==> config.mk <==
export PLATFORM = sky130hd
export DESIGN_NAME = spypath_meter
export DESIGN_NICKNAME = d
export VERILOG_FILES = /design/src/rtl/spypath_meter_pkg.sv /design/src/rtl/spypath_sync2.sv /design/src/rtl/spypath_meter.sv
export SDC_FILE = /design/constraint.sdc
export NUM_CORES = 1
export LEC_CHECK = 0
export ABC_AREA = 0
export BUFFER_PORTS_ARGS = -buffer_cell sky130_fd_sc_hd__buf_4
export CAP_MARGIN = 20
export CORE_ASPECT_RATIO = 0.7
export CORE_MARGIN = 2
export CORE_UTILIZATION = 40
export CTS_CLUSTER_DIAMETER = 50
export DETAILED_ROUTE_END_ITERATION = 12
export RECOVER_POWER = 25
export SKIP_CTS_REPAIR_TIMING = 1
export SYNTH_ARGS = -nofsm -noshare
export SYNTH_HDL_FRONTEND = slang
export SYNTH_SLANG_ARGS = --single-unit
==> constraint.sdc <==
create_clock -name clk -period 2.9 [get_ports clk]
set_input_delay 0.29 -clock clk [delete_from_list [all_inputs] [get_ports clk]]
set_output_delay 0.29 -clock clk [all_outputs]
set_load 0.05 [all_outputs]
==> src/rtl/spypath_meter_pkg.sv <==
// Shared types and helpers for the spy-path delay meter.
package spypath_meter_pkg;

  typedef enum logic [2:0] {
    S_IDLE,
    S_SETTLE,
    S_LAUNCH,
    S_MEASURE,
    S_FINISH
  } state_t;

  localparam int SYNC_STAGES = 2;

  function automatic int sum_width(input int cnt_w, input int trials_log2);
    return cnt_w + trials_log2;
  endfunction

endpackage

==> src/rtl/spypath_sync2.sv <==
// Two-flop synchronizer for the asynchronous spy-path result; flops kept so they are never merged away.
module spypath_sync2
  import spypath_meter_pkg::*;
(
  input  logic clk,
  input  logic rst,
  input  logic async_in,
  output logic sync_out
);

  (* keep = "true" *) logic [SYNC_STAGES-1:0] stages;

  always_ff @(posedge clk or posedge rst) begin
    if (rst) stages <= '0;
    else     stages <= {stages[SYNC_STAGES-2:0], async_in};
  end

  assign sync_out = stages[SYNC_STAGES-1];

endmodule

==> src/rtl/spypath_meter.sv <==
// Launch/capture timer for a spy delay path: averages 2**TRIALS_LOG2 launch-to-arrival cycle counts.
// Define SPY_MINMAX_EN to add per-measurement minOut/maxOut of the trial counts.
module spypath_meter
  import spypath_meter_pkg::*;
#(
  parameter int CNT_W       = 16,
  parameter int TRIALS_LOG2 = 4,
  parameter int TIMEOUT     = 1023,
  parameter int SETTLE      = 8,
  parameter int PATH_INV    = 0
) (
  input  logic                         clk,
  input  logic                         rst,
  input  logic                         start,
  output logic                         pathInput,
  input  logic                         pathResult,
  output logic                         busy,
  output logic                         done,
  output logic                         timeout,
  output logic [CNT_W+TRIALS_LOG2-1:0] sumOut,
`ifdef SPY_MINMAX_EN
  output logic [CNT_W-1:0]             avgOut,
  output logic [CNT_W-1:0]             minOut,
  output logic [CNT_W-1:0]             maxOut
`else
  output logic [CNT_W-1:0]             avgOut
`endif
);

  localparam int   SUM_W   = sum_width(CNT_W, TRIALS_LOG2);
  localparam logic INV_BIT = (PATH_INV != 0);

  state_t                 state, state_next;
  logic                   res_s;
  logic [CNT_W-1:0]       cnt, cnt_inc, stable;
  logic [TRIALS_LOG2-1:0] trial;
  logic [SUM_W-1:0]       sum, sum_next;
  logic                   match, expire, arrive, finishing;

  spypath_sync2 u_sync (
    .clk      (clk),
    .rst      (rst),
    .async_in (pathResult),
    .sync_out (res_s)
  );

  assign cnt_inc   = cnt + CNT_W'(1);
  assign match     = (res_s == (pathInput ^ INV_BIT));
  assign expire    = (cnt_inc == CNT_W'(TIMEOUT));
  assign arrive    = (state == S_MEASURE) && match;
  assign finishing = (state_next == S_FINISH);
  // The last trial's count must already be in the sum when outputs latch on entry to FINISH.
  assign sum_next  = arrive ? sum + SUM_W'(cnt_inc) : sum;

  always_comb begin
    state_next = state;
    case (state)
      S_IDLE:    if (start) state_next = S_SETTLE;
      S_SETTLE: begin
        if (match && stable == CNT_W'(SETTLE - 1)) state_next = S_LAUNCH;
        else if (expire)                           state_next = S_FINISH;
      end
      S_LAUNCH:  state_next = S_MEASURE;
      S_MEASURE: begin
        if (match)       state_next = (trial == '1) ? S_FINISH : S_SETTLE;
        else if (expire) state_next = S_FINISH;
      end
      S_FINISH:  state_next = S_IDLE;
      default:   state_next = S_IDLE;
    endcase
  end

  always_ff @(posedge clk or posedge rst) begin
    if (rst) begin
      state     <= S_IDLE;
      pathInput <= 1'b0;
      busy      <= 1'b0;
      done      <= 1'b0;
      timeout   <= 1'b0;
      sumOut    <= '0;
      avgOut    <= '0;
      cnt       <= '0;
      stable    <= '0;
      trial     <= '0;
      sum       <= '0;
    end else begin
      state <= state_next;
      done  <= finishing;
      sum   <= sum_next;
      case (state)
        S_IDLE: if (start) begin
          busy    <= 1'b1;
          timeout <= 1'b0;
          sum     <= '0;
          trial   <= '0;
          cnt     <= '0;
          stable  <= '0;
        end
        S_SETTLE: begin
          cnt    <= cnt_inc;
          stable <= match ? stable + CNT_W'(1) : '0;
          // Toggling here makes the launch edge the one that enters LAUNCH, so counts start from it.
          if (state_next == S_LAUNCH) pathInput <= ~pathInput;
          if (finishing)              timeout   <= 1'b1;
        end
        S_LAUNCH:  cnt <= '0;
        S_MEASURE: begin
          cnt <= cnt_inc;
          if (match) begin
            trial  <= trial + TRIALS_LOG2'(1);
            cnt    <= '0;
            stable <= '0;
          end else if (expire) begin
            timeout <= 1'b1;
          end
        end
        default: ;
      endcase
      if (finishing) begin
        busy   <= 1'b0;
        sumOut <= sum_next;
        avgOut <= sum_next[SUM_W-1:TRIALS_LOG2];
      end
    end
  end

`ifdef SPY_MINMAX_EN
  logic [CNT_W-1:0] trial_min, trial_max, min_next, max_next;

  always_comb begin
    min_next = trial_min;
    max_next = trial_max;
    if (arrive) begin
      if (cnt_inc < trial_min) min_next = cnt_inc;
      if (cnt_inc > trial_max) max_next = cnt_inc;
    end
  end

  always_ff @(posedge clk or posedge rst) begin
    if (rst) begin
      trial_min <= '0;
      trial_max <= '0;
      minOut    <= '0;
      maxOut    <= '0;
    end else begin
      if (state == S_IDLE && start) begin
        trial_min <= '1;
        trial_max <= '0;
      end else begin
        trial_min <= min_next;
        trial_max <= max_next;
      end
      if (finishing) begin
        minOut <= min_next;
        maxOut <= max_next;
      end
    end
  end
`endif

endmodule

# Word-level counts from Yosys, hierarchy flattened

Cells that the tools add are included.

Output and inout bits: 40
Bits in registers: 101

Bitwise logic cells: 1
Eq/ne operators: 14
$add $sub $neg: 4
Reductions and logical operators: 14
Muxes and demuxes: 26

Operators by type and width:

| kind                                             | number |
|---|---|
| 2-to-1 mux 16 bit                                | 4 |
| case mux 16 bit (4 select lines)                 | 1 |
| 2-to-1 mux 20 bit                                | 3 |
| case mux 16 bit (3 select lines)                 | 1 |
| adder 16 x 1 -> 16 bit (second input constant)   | 2 |
| adder 20 x 16 -> 20 bit                          | 1 |
| == test 16 x 10 -> 1 bit (second input constant) | 1 |
| == test 16 x 3 -> 1 bit (second input constant)  | 1 |
| 2-to-1 mux 3 bit                                 | 5 |
| case mux 3 bit (4 select lines)                  | 1 |
| inequality test 2 bit (second input constant)    | 5 |
| == test 3 x 2 -> 1 bit (second input constant)   | 3 |
| 2-to-1 mux 4 bit                                 | 2 |
| case mux 4 bit (2 select lines)                  | 1 |
| 2-to-1 mux 1 bit                                 | 7 |
| AND reduction 2 bit                              | 3 |
| AND reduction 3 bit                              | 2 |
| nonzero test 2 bit                               | 3 |
| AND reduction 5 bit                              | 1 |
| adder 4 x 1 -> 4 bit (second input constant)     | 1 |
| == test 4 bit (second input constant)            | 1 |
| nonzero test 4 bit                               | 1 |
| == test 3 x 1 -> 1 bit (second input constant)   | 1 |
| == test 3 bit (second input constant)            | 1 |
| 6 further kinds                                  | 7 |

# Longest topological paths before layout

Depth after elaboration: 8
Depth in mapped cells: 15

# Modules after synthesis

Synthesis repeated with hierarchy kept, for this count alone.

Cells, all modules: 554
Area, all modules: 5,196.2 µm²

Modules (own cells, without submodules):

| module        | area an instance (µm²) | times used | cells each |
|---|---|---|---|
| spypath_meter | 5,134.9                | 1          | 550 |
| spypath_sync2 | 61.3                   | 1          | 4 |

# Worst setup path after synthesis

OpenSTA, ideal clock, no wires.

Path type: reg2reg
Start point: register cnt[0]
End point: register sumOut[14]
Cell stages (with the launch flop): 13
Path buffers: 0
Path slack: -0.243 ns
Arrival time: 3.019 ns
Cell sequence: dfrtp_1 > ha_1 > nand4_1 > o31a_1 > or2_2 > ha_1 > and2_1 > a221oi_1 > o21ai_0 > a31o_2 > a31oi_1 > o21ai_0 > mux2_2

Cells in the longest elaborated chain, start to end: 6
Elaborated cells between the ends (all ways): 9
Classes of those cells: add/sub: 2; eq/ne: 2; mux: 5

RTL lines:

| item                                       | RTL line                                 | RTL |
|---|---|---|
| start: declaration                         | spypath_meter.sv:35                      | `logic [CNT_W-1:0] cnt, cnt_inc, stable;` |
| start signal: assignment                   | spypath_meter.sv:100                     | `cnt <= cnt_inc;` |
| start signal: assignment                   | spypath_meter.sv:108                     | `cnt <= cnt_inc;` |
| adder 16 x 1 -> 16 bit *                   | spypath_meter.sv:47                      | `assign cnt_inc = cnt + CNT_W'(1);` |
| == test 16 x 10 -> 1 bit                   | spypath_meter.sv:49                      | `assign expire = (cnt_inc == CNT_W'(TIMEOUT));` |
| 2-to-1 mux 3 bit                           | spypath_meter.sv:61, spypath_meter.sv:66 |  |
| 2-to-1 mux 3 bit, on equally long branches | spypath_meter.sv:65, spypath_meter.sv:60 |  |
| case mux 3 bit (4 select lines)            | spypath_meter.sv:57                      | `case (state)` |
| == test 3 bit                              | spypath_meter.sv:51                      | `assign finishing = (state_next == S_FINISH);` |
| end signal: assignment                     | spypath_meter.sv:121                     | `sumOut <= sum_next;` |
| end: declaration                           | spypath_meter.sv:20                      | `output logic [CNT_W+TRIALS_LOG2-1:0] sumOut,` |

Mark *: on every way between the ends. The rest lies on a longest branch, timed or not.
A chain may end at the register's enable or synchronous reset.

# Final worst setup path

Start point: register cnt[0]
End point: register sumOut[6]

The elaborated chain is that of the path after synthesis.

==> metrics.cfg <==
[synthesis]
ys.flop_type = dfrtp_1
ys_ff_latch = 85
syn_nets = 565
yosysWarnings = 0
ys_seq_area_share_pct = 41.6
synth_cell_types = 61
synth_async_sr_flop_share_pct = 100
netlist_area_sq_um = 5110
synth-edff-count = 0
avgSynthCellArea_sq_um = 9.46
netlist_instances = 540

[place]
dp_hpwl_mm = 9.12
io_buffers = 43
place.gp.congestion = 0.908

[route]
remaining_drc_errors = 0
drtIter0Drc = 303
vias = 4482
wl_mm = 14.1
ant_nets = 0
avgViaCountPerCell = 5.50
drtPass1Iterations = 5
wl_per_cell_um = 17.2

[timing]
period_needed_ns = 3.12
rsz0062_at_grt = true
setup_ws_ns = -0.224
period_share_pct = 108
clock.fmax_mhz = 320
slew_headroom_pct = -37.6
setup_viol = 29
hold_violations = 0
tightest_slew_ns = 2.05
slew_violations = 45
setup_tns_ns = -3.97
fin_worst_skew_ns = 0.00572
fin_hold_ws_ns = 0.0788

[worst_hold_path]
min-delay-start = pathResult
hold_class = in2reg
holdPathStages = 1
min_to = u_sync.stages[0]$_DFF_PP0_

[global_routing]
overflow = 0
grt_first_pass_wirelength_mm = 20.5
grt_pass1_vias = 4021
grt_max_degree = 46
grt_use_total_pct = 18.6
antenna_found_initial = 0

[clocking]
clockBufferDepth = 2
clk_latency_ns = 0.34
cts_inserted_buffers = 9
cts.clk_slew.worst_paths_ns = 0.06
htree_levels = 3
root_buffer = clkbuf_16
tritoncts = yes
clkSinkCount = 85

[finish]
n_fill_cell = 1058
final_cell_mix = buf_4 (118), dfrtp_1 (80), nand2_1 (48)
drive_gt1_share_pct = 40.3
mostFrequentLayoutCell = buf_4
nets = 673
syn_to_final_growth_pct = 38.6
antennaDiodeCount = 0

[critical_path]
start_kind = register
path_class = reg2reg
timing.rr.start = cnt[0]$_DFFE_PP0P_
r2r_cells = 9
r2r_end = sumOut[6]$_DFFE_PP0P_
path_max_fanout = 5
required_ns = 3.12
critPathCaptureType = register
worst-r2r-setup-slack_ns = -0.22
arrival_ns = 3.34

[die]
rows = 34
fp.dieW_um = 139
io_pins = 44
die_h_um = 98.5
die-area_sq_um = 13700
coreArea_sq_um = 12400
start_util_pct = 41.1

[outcome]
status = finished with violations
violations = capacitance limit, slew limit, setup timing

[power]
p_leak_uw = 0.00335
p_per_area_nw_per_um2 = 653
peakVddDrop_v = 0.000439

[job]
maxCapViolCount = 1

-- metal layers --
metal | part of all wire, % | vias up | track usage (%)
met5 | 0 | - | 0
met4 | 0.92 | 0 | 4.20
met3 | 6.2 | 16 | 3.84
met2 | 45 | 135 | 26.8
met1 | 48 | 2218 | 28.6
li1 | - | 2113 | -
-- synthesized netlist by cell type (all sizes together), types with 15 or more instances --
library cell | n | area share [%]
dfrtp | 85 | 42
nand2 | 50 | 3.7
nor2 | 44 | 3.2
o21ai | 35 | 3.4
inv | 29 | 2.1
buf | 22 | 3.2
ha | 20 | 4.9
xor2 | 20 | 3.4
nand3 | 19 | 2.0
mux2 | 17 | 4.5
nor2b | 16 | 2.0
xnor2 | 16 | 2.7
clkbuf | 15 | 1.1
-- per-stage QoR --
stage	setup WS (ns)	util [%]	cells	total power, uW	cell area, sq um
2_1_floorplan	-0.00162	-	540	2440	5130
3_3_place_gp	-0.259	48.5	784	3020	6030
3_5_place_dp	-0.286	48.5	784	3080	6030
4_1_cts	-0.301	50.8	800	4200	6310
5_1_grt	-0.287	57.0	815	4880	7080
6_report	-0.224	57.0	815	4620	7080
-- registers in the layout (all words and copies together) (netlist names) --
name and count:
timeout 1, sumOut 20, busy 1, cnt 16
sum 20, state 3, done 1, trial 4
stable 16, pathInput 1, u_sync.stages 2
-- area by class of cell --
cell class                 count  area [sq um]  share of cell area, %
multi-input combinational    391          3310                   46.7
sequential                    85          2130                   30.1
timing repair buffer         132          1040                   14.8
clock buffer                  13           260                   3.68
tap                          162           203                   2.86
inverter                      29           110                   1.56
clock inverter                 3          20.0                  0.283
-- critical path, stage by stage, from the launching register on --
cell and delay (ns):
dfrtp_2 0.45, ha_4 0.19, buf_6 0.12, xor2_4 0.20
nor2b_4 0.16, nand4_1 0.20, or4_4 0.54, or4_4 0.51
o21a_4 0.31, mux2_4 0.31
-- cells by family after synthesis --
family / Yosys count / synth area share [%]
flip-flops: 85 / 41.6
XOR/XNOR: 36 / 6.17
AND/OR/NAND/NOR: 195 / 19.5
adder cells (fa/ha/maj): 21 / 5.29
buffers and inverters: 66 / 6.42
multiplexers: 27 / 6.44
AO/OA/AOI/OAI: 110 / 14.5
-- power by group --
group / switching [uW] / total (uW) / internal [uW]
registers: 193 / 1540 / 1350
logic: 1050 / 1970 / 925
clock network: 480 / 1110 / 627
total: 1720 / 4620 / 2900
-- how the worst max path moves through the flow --
| stage | from | to | slack (ns) | depth (start not counted) |
|---|---|---|---|---|
| global route | cnt[0]$_DFFE_PP0P_ | sumOut[12]$_DFFE_PP0P_ | -0.29 | 13 |
| CTS | cnt[0]$_DFFE_PP0P_ | sumOut[6]$_DFFE_PP0P_ | -0.30 | 9 |
| detailed placement | cnt[1]$_DFFE_PP0P_ | sumOut[15]$_DFFE_PP0P_ | -0.29 | 13 |
| floorplan | cnt[0]$_DFFE_PP0P_ | sumOut[14]$_DFFE_PP0P_ | -0.002 | 12 |
| global placement | cnt[3]$_DFFE_PP0P_ | sumOut[15]$_DFFE_PP0P_ | -0.26 | 11 |
| finish | cnt[0]$_DFFE_PP0P_ | sumOut[6]$_DFFE_PP0P_ | -0.22 | 9 |
Note: power is estimated with default switching activity, not from simulation.
